==> src/rtl/mdu_ctrl_pkg.sv <==
// rtl/mdu_ctrl_pkg.sv - shared types, constants and helpers for the iterative multiply/divide unit
//
// Contents:
//   MDU_XLEN    - operand/result width
//   MDU_STEPS   - iterations per operation (one bit per BUSY cycle)
//   MDU_CNT_W   - width of the step counter
//   mdu_op_t    - MUL, DIV, DIVU, REM, REMU
//   mdu_state_t - control FSM states IDLE, BUSY, DONE
//   isDivOp / isSignedOp / isRemOp / absVal - operation classification and magnitude helpers

package mdu_ctrl_pkg;

  localparam int MDU_XLEN  = 64;
  localparam int MDU_STEPS = 64;
  localparam int MDU_CNT_W = $clog2(MDU_STEPS);

  typedef enum logic [2:0] {
    MDU_MUL  = 3'd0,
    MDU_DIV  = 3'd1,
    MDU_DIVU = 3'd2,
    MDU_REM  = 3'd3,
    MDU_REMU = 3'd4
  } mdu_op_t;

  typedef enum logic [1:0] {
    IDLE = 2'd0,
    BUSY = 2'd1,
    DONE = 2'd2
  } mdu_state_t;

  function automatic logic isDivOp(input mdu_op_t op);
    return (op == MDU_DIV) || (op == MDU_DIVU) || (op == MDU_REM) || (op == MDU_REMU);
  endfunction

  function automatic logic isSignedOp(input mdu_op_t op);
    return (op == MDU_DIV) || (op == MDU_REM);
  endfunction

  function automatic logic isRemOp(input mdu_op_t op);
    return (op == MDU_REM) || (op == MDU_REMU);
  endfunction

  // Magnitude of v when treated as signed; the most negative value maps to
  // itself, which is the correct unsigned magnitude 2^63.
  function automatic logic [MDU_XLEN-1:0] absVal(input logic [MDU_XLEN-1:0] v, input logic sgn);
    return (sgn && v[MDU_XLEN-1]) ? -v : v;
  endfunction

endpackage

==> src/rtl/mdu_step.sv <==
// rtl/mdu_step.sv - one combinational iteration of shift-add multiply / restoring divide
//
// Ports:
//   partial     in  running product (multiply) or partial remainder (divide)
//   operand     in  multiplicand (multiply) or divisor magnitude (divide)
//   isDiv       in  1 = divide iteration, 0 = multiply iteration
//   inBit       in  next multiplier bit (multiply) or next dividend bit (divide), MSB first
//   nextPartial out updated product / remainder
//   qBit        out quotient bit produced by this iteration (0 for multiply)

module mdu_step
  import mdu_ctrl_pkg::*;
(
  input  logic [MDU_XLEN-1:0] partial,
  input  logic [MDU_XLEN-1:0] operand,
  input  logic                isDiv,
  input  logic                inBit,
  output logic [MDU_XLEN-1:0] nextPartial,
  output logic                qBit
);

  // The shifted remainder needs one extra bit: with a divisor above 2^63 the
  // remainder shifted left can exceed 64 bits before the subtraction.
  logic [MDU_XLEN:0]   wide;
  logic [MDU_XLEN-1:0] diffLow;
  logic [MDU_XLEN-1:0] mulSum;

  always_comb begin
    wide    = {partial, inBit};
    // Only used when wide >= operand, so the true difference fits in 64 bits.
    diffLow = wide[MDU_XLEN-1:0] - operand;
    mulSum  = {partial[MDU_XLEN-2:0], 1'b0} + (inBit ? operand : '0);
    qBit    = isDiv && (wide >= {1'b0, operand});
    if (isDiv) begin
      nextPartial = qBit ? diffLow : wide[MDU_XLEN-1:0];
    end else begin
      nextPartial = mulSum;
    end
  end

endmodule

==> src/rtl/mdu_ctrl.sv <==
// rtl/mdu_ctrl.sv - iterative 64-bit multiply/divide controller, one bit per cycle
//
// Ports:
//   clk, reset            single clock, asynchronous active-high reset
//   in_valid/in_ready     operation handshake (in_ready only in IDLE)
//   in_op, in_a, in_b     operation and operands, sampled only on accept
//   flush                 abandon any in-flight operation, back to IDLE
//   out_valid/out_ready   result handshake (out_valid only in DONE)
//   out_result            result, held stable while in DONE
//
// Build option MDU_EARLY_OUT_EN: divide by zero and signed overflow
// (min / -1) skip the iterations and go straight to DONE.

module mdu_ctrl
  import mdu_ctrl_pkg::*;
(
  input  logic                clk,
  input  logic                reset,
  input  logic                in_valid,
  output logic                in_ready,
  input  mdu_op_t             in_op,
  input  logic [MDU_XLEN-1:0] in_a,
  input  logic [MDU_XLEN-1:0] in_b,
  input  logic                flush,
  output logic                out_valid,
  input  logic                out_ready,
  output logic [MDU_XLEN-1:0] out_result
);

  localparam logic [MDU_CNT_W-1:0] LAST_STEP = MDU_CNT_W'(MDU_STEPS - 1);
  localparam logic [MDU_XLEN-1:0]  MIN_INT   = {1'b1, {(MDU_XLEN-1){1'b0}}};

  mdu_state_t            state, nextState;
  logic                  accept;
  logic [MDU_CNT_W-1:0]  count;
  mdu_op_t               opReg;
  logic [MDU_XLEN-1:0]   partial;
  logic [MDU_XLEN-1:0]   shiftReg;   // multiplier bits out, quotient bits in
  logic [MDU_XLEN-1:0]   operand;
  logic                  negQuot;
  logic                  negRem;

  logic [MDU_XLEN-1:0]   stepPartial;
  logic                  stepQBit;
  logic [MDU_XLEN-1:0]   quot;
  logic [MDU_XLEN-1:0]   finalResult;

  logic                  earlyOut;
  logic [MDU_XLEN-1:0]   earlyResult;

`ifdef MDU_EARLY_OUT_EN
  logic divZero;
  logic divOvf;

  assign divZero  = (in_b == '0);
  assign divOvf   = isSignedOp(in_op) && (in_a == MIN_INT) && (in_b == '1);
  assign earlyOut = isDivOp(in_op) && (divZero || divOvf);

  always_comb begin
    earlyResult = '0;
    if (isRemOp(in_op)) begin
      earlyResult = divZero ? in_a : '0;
    end else begin
      earlyResult = divZero ? '1 : MIN_INT;
    end
  end
`else
  assign earlyOut    = 1'b0;
  assign earlyResult = '0;
`endif

  mdu_step uStep (
    .partial     (partial),
    .operand     (operand),
    .isDiv       (isDivOp(opReg)),
    .inBit       (shiftReg[MDU_XLEN-1]),
    .nextPartial (stepPartial),
    .qBit        (stepQBit)
  );

  // Result of the final iteration with sign correction applied.
  always_comb begin
    quot        = {shiftReg[MDU_XLEN-2:0], stepQBit};
    finalResult = stepPartial;
    if (isDivOp(opReg)) begin
      if (isRemOp(opReg)) begin
        finalResult = negRem ? -stepPartial : stepPartial;
      end else begin
        finalResult = negQuot ? -quot : quot;
      end
    end
  end

  always_ff @(posedge clk or posedge reset) begin
    if (reset) begin
      state <= IDLE;
    end else begin
      state <= nextState;
    end
  end

  always_comb begin
    nextState = state;
    accept    = 1'b0;
    in_ready  = (state == IDLE);
    out_valid = (state == DONE);
    if (flush) begin
      nextState = IDLE;
    end else begin
      case (state)
        IDLE: begin
          if (in_valid) begin
            accept    = 1'b1;
            nextState = earlyOut ? DONE : BUSY;
          end
        end
        BUSY: begin
          if (count == LAST_STEP) begin
            nextState = DONE;
          end
        end
        DONE: begin
          if (out_ready) begin
            nextState = IDLE;
          end
        end
        default: nextState = IDLE;
      endcase
    end
  end

  always_ff @(posedge clk or posedge reset) begin
    if (reset) begin
      count      <= '0;
      opReg      <= MDU_MUL;
      partial    <= '0;
      shiftReg   <= '0;
      operand    <= '0;
      negQuot    <= 1'b0;
      negRem     <= 1'b0;
      out_result <= '0;
    end else if (accept) begin
      count   <= '0;
      opReg   <= in_op;
      partial <= '0;
      if (isDivOp(in_op)) begin
        shiftReg <= absVal(in_a, isSignedOp(in_op));
        operand  <= absVal(in_b, isSignedOp(in_op));
      end else begin
        shiftReg <= in_b;
        operand  <= in_a;
      end
      // A zero divisor keeps the all-ones quotient un-negated; the remainder
      // still follows the dividend's sign, which reproduces the dividend.
      negQuot <= isSignedOp(in_op) && (in_a[MDU_XLEN-1] ^ in_b[MDU_XLEN-1]) && (in_b != '0);
      negRem  <= isSignedOp(in_op) && in_a[MDU_XLEN-1];
      if (earlyOut) begin
        out_result <= earlyResult;
      end
    end else if ((state == BUSY) && !flush) begin
      count    <= count + 1'b1;
      partial  <= stepPartial;
      shiftReg <= quot;
      if (count == LAST_STEP) begin
        out_result <= finalResult;
      end
    end
  end

endmodule

==> config.mk <==
export PLATFORM = sky130hd
export DESIGN_NAME = mdu_ctrl
export DESIGN_NICKNAME = d
export VERILOG_FILES = /design/src/rtl/mdu_ctrl_pkg.sv /design/src/rtl/mdu_step.sv /design/src/rtl/mdu_ctrl.sv
export SDC_FILE = /design/constraint.sdc
export NUM_CORES = 2
export LEC_CHECK = 0
export ABC_AREA = 1
export CORE_MARGIN = 2
export CORE_UTILIZATION = 45
export CTS_CLUSTER_SIZE = 25
export DETAILED_ROUTE_END_ITERATION = 6
export GPL_ROUTABILITY_DRIVEN = 0
export PLACE_DENSITY = 0.64
export SLEW_MARGIN = 10
export SYNTH_ARGS = -nofsm -noshare
export SYNTH_HDL_FRONTEND = slang
export SYNTH_SLANG_ARGS = --single-unit
==> constraint.sdc <==
create_clock -name clk -period 9.5 [get_ports clk]
set_input_delay 1.425 -clock clk [delete_from_list [all_inputs] [get_ports clk]]
set_output_delay 1.425 -clock clk [all_outputs]
set_load 0.005 [all_outputs]
==> flow_summary.toml <==
[sta]
skew_ns = 0.02769
slew_violations = 0
final_period_minus_worst_setup_slack_ns = 6.816
setup_tns_ns = 0
worst_slew_pin_slew_ns = 1.197
min_period_over_period_pct = 71.75
finalSetupViolations = 0
rsz0062_at_grt = "false"
timing.fmax_mhz = 146.7
report.final.hold_viol_count = 0
max_slew_margin_pct = 19.32

[critical_path]
startpoint = "operand[62]"
cp_max_fo = 56
critPathArrivalTime_ns = 7.25
slowest_delay_ns = 0.61
cp.buffers_inverters = 3
cp-end-kind = "register"
critical_path.startpoint_type = "register"
worst_path_max_delay_cell = "sky130_fd_sc_hd__nand2_4"
timing.rr.start = "operand[62]"
worst_path_most_repeated_cell = "sky130_fd_sc_hd__a21oi_1"
worstPathRequired_ns = 9.93
timing.critical_path.max_delay_family = "simple AND/OR/NAND/NOR gates"
path_class = "register to register"

[yosys]
synth_cell_type_count = 63
ys_top_cells_by_count = "1814 x sky130_fd_sc_hd__nand2_1, 955 x sky130_fd_sc_hd__inv_1, 619 x sky130_fd_sc_hd__nor2_1"
synth_net_count = 6085
synth_cells = 5815
async_reset_ff_share_pct = 100.0
yosys.area.top_type_share_pct = 20.88
synth.yosys.seq_area_share_pct = 20.64
synth_ff_type = "sky130_fd_sc_hd__dfrtp_1"
synth_edf_count = 0
synth.area.top_cells = "sky130_fd_sc_hd__nand2_1 21%, sky130_fd_sc_hd__dfrtp_1 21%, sky130_fd_sc_hd__inv_1 11%, sky130_fd_sc_hd__nor2_1 7.1%, sky130_fd_sc_hd__o21ai_0 6.7%"
syn-mean-instance-area_um2 = 5.608
synth.cell_area_um2 = 32610
yosysTopAreaCell = "sky130_fd_sc_hd__nand2_1"
synth_most_common_cell = "sky130_fd_sc_hd__nand2_1"
yosys_warnings = 0
ys_seq_elements = 269

[cts]
post_cts.resized_instances = 0
numClockSinks = 269
cts.path.max_buffers = 3
clock_tree.htree_level_count = 2
cts_buffers = 34
cts.clk_slew.worst_paths_ns = 0.06
cts_tree = "yes"
worstSkewPairLatency_ns = 0.57
cts-root-buf = "sky130_fd_sc_hd__clkbuf_16"
postcts_setup_bufs = 0
cts_hold_buffers = 0

[route]
vias_per_cell = 5.920
firstDrtPassIters = 7
routed-via-count = 40710
route.final.wire_length_um = 159200
first_iter_violations = 6021
detail-route-antenna-nets = 0
drt_drc_violations_left = 0
detail_route.wl_per_cell_um = 23.16

[floorplan]
core_area_um2 = 71610
die_area_um2 = 74630
die_y_um = 273.2
rows = 98
top_level_ports = 202
die_w_um = 273.2
initial_core_util_pct = 45.54

[pwr]
comb_power_share_pct = 72.3
ir_drop_uv = 226.2
p_sw_share_pct = 60.65
leakage_nw = 18.60
share_clk_of_total_power_pct = 12.4
share_seq_of_total_power_pct = 15.2
power.density_cell_area_nw_per_um2 = 313.0
switching_power_mw = 6.926
p_int_mw = 4.493

[final_layout]
finalCoreUtilization_pct = 50.94
final_nets = 6172
area_growth_syn_to_layout_pct = 11.87
layout-drive-gt1-share_pct = 3.595

[global_route]
number_of_global_route_vias_before_repair = 36950
grt_usage_pct = 41.75
grt_antenna_before_repair = 17
global_route.overflow_total = 0
grt_max_degree = 104
first_pass_grt_wire_length_um = 232800

[job]
maxCapViolations = 0

[run_status]
run_status = "finished, final reports clean"

[hold_path]
timing.hold.worst.class = "register to register"
timing.hold.worst.start = "count[3]"

[placement]
place_hpwl_um = 127900
buffer_ports.inserted = 201
sequential cells by signal, summed over array words and instances, names as in the netlist:
name,flops
negRem,1
operand,64
shiftReg,64
negQuot,1
opReg,3
count,6
partial,64
out_result,64
state,2
final timing paths:
kind	endpoint	slack (ns)	cells after the start
worst max-delay path	out_result[58]	2.68	27
worst min-delay path	count[3]	0.49	1
worst max register to register	out_result[58]	2.68	27
worst min register to register	count[3]	0.49	1
max in group asynchronous	shiftReg[63]	6.61	3
min in group asynchronous	out_result[61]	1.39	2
power groups by stage:
stage | Combinational [mW] | Clock [mW] | Sequential (mW)
after CTS | 7.74 | 1.42 | 1.71
after global placement | 7.68 | 0 | 1.71
after floorplan | 5.28 | 0 | 1.63
after global routing | 8.82 | 1.46 | 1.76
after detailed placement | 7.70 | 0 | 1.73
final | 8.26 | 1.42 | 1.74
logic make-up after synthesis:
| logic type | synth area share [%] |
|---|---|
| buffers and inverters | 13.64 |
| adder cells (fa/ha/maj) | 5.188 |
| XOR/XNOR | 1.665 |
| flip-flops | 20.64 |
| AO/OA/AOI/OAI | 19.66 |
| AND/OR/NAND/NOR | 39.20 |
stage by stage:
step / power, mW / cells / worst slack [ns] / hold slack (ns) / area (um^2)
2_1_floorplan: 6.916 / 5815 / 0.6647 / 0.4555 / 32610
3_3_place_gp: 9.396 / 6816 / 3.107 / 0.4749 / 35310
3_5_place_dp: 9.427 / 6816 / 2.943 / 0.4782 / 35310
4_1_cts: 10.88 / 6875 / 2.917 / 0.4927 / 36480
5_1_grt: 12.05 / 6875 / 2.105 / 0.5181 / 36480
6_report: 11.42 / 6877 / 2.684 / 0.4859 / 36480
routing by layer:
metal	share of wire, %	wire length (um)	global-route usage, %
met1	39	62340	55.09
met2	39	62760	58.92
met3	15	24060	15.52
met4	6.3	10000	21.92
met5	0.048	76	0
area by class of cell:
cell class / count / area, um^2
diodes: 2 / 5.005
clock buffers: 49 / 1008
clock inverters: 10 / 160.2
fillers: 7752 / 35130
inverters: 970 / 3652
multi-input cells: 4395 / 21490
flip-flops and latches: 269 / 6734
well taps: 950 / 1189
repair buffers: 232 / 2245
worst register-to-register path, cell delays in order (launching register included):
cell,delay [ns]
sky130_fd_sc_hd__dfrtp_1,0.40
sky130_fd_sc_hd__inv_1,0.06
sky130_fd_sc_hd__ha_1,0.46
sky130_fd_sc_hd__a21o_1,0.27
sky130_fd_sc_hd__a21oi_1,0.16
sky130_fd_sc_hd__nand2_1,0.08
sky130_fd_sc_hd__a21oi_1,0.33
sky130_fd_sc_hd__nand2_2,0.12
sky130_fd_sc_hd__nor2_4,0.09
sky130_fd_sc_hd__buf_4,0.40
sky130_fd_sc_hd__nand2_4,0.56
sky130_fd_sc_hd__nand2_4,0.66
sky130_fd_sc_hd__ha_1,0.29
sky130_fd_sc_hd__nand3_1,0.11
sky130_fd_sc_hd__nor3_1,0.27
sky130_fd_sc_hd__inv_1,0.13
sky130_fd_sc_hd__nor2_1,0.26
sky130_fd_sc_hd__nand3_1,0.18
sky130_fd_sc_hd__nor3_1,0.23
sky130_fd_sc_hd__nand4_1,0.19
sky130_fd_sc_hd__nor4_1,0.37
sky130_fd_sc_hd__nor2_1,0.12
sky130_fd_sc_hd__a21oi_1,0.18
sky130_fd_sc_hd__a21oi_1,0.08
sky130_fd_sc_hd__o21ai_0,0.38
sky130_fd_sc_hd__nand2_1,0.12
sky130_fd_sc_hd__nand2_1,0.10
sky130_fd_sc_hd__a21oi_1,0.07
placed cells by master, fill, tap and decap left out, drive strengths merged, types with 20 or more instances in the layout:
| master | n |
|---|---|
| a21oi | 360 |
| a22oi | 29 |
| a31oi | 29 |
| buf | 31 |
| clkbuf | 49 |
| clkdlybuf4s50 | 201 |
| dfrtp | 269 |
| ha | 132 |
| inv | 967 |
| nand2 | 1836 |
| nand3 | 380 |
| nand4 | 54 |
| nor2 | 645 |
| nor3 | 94 |
| nor4 | 29 |
| o211ai | 96 |
| o21ai | 454 |
| o221ai | 46 |
| o22ai | 43 |
| or2 | 20 |
| xnor2 | 39 |
| xor2 | 23 |
(Power assumes the default switching activity.)
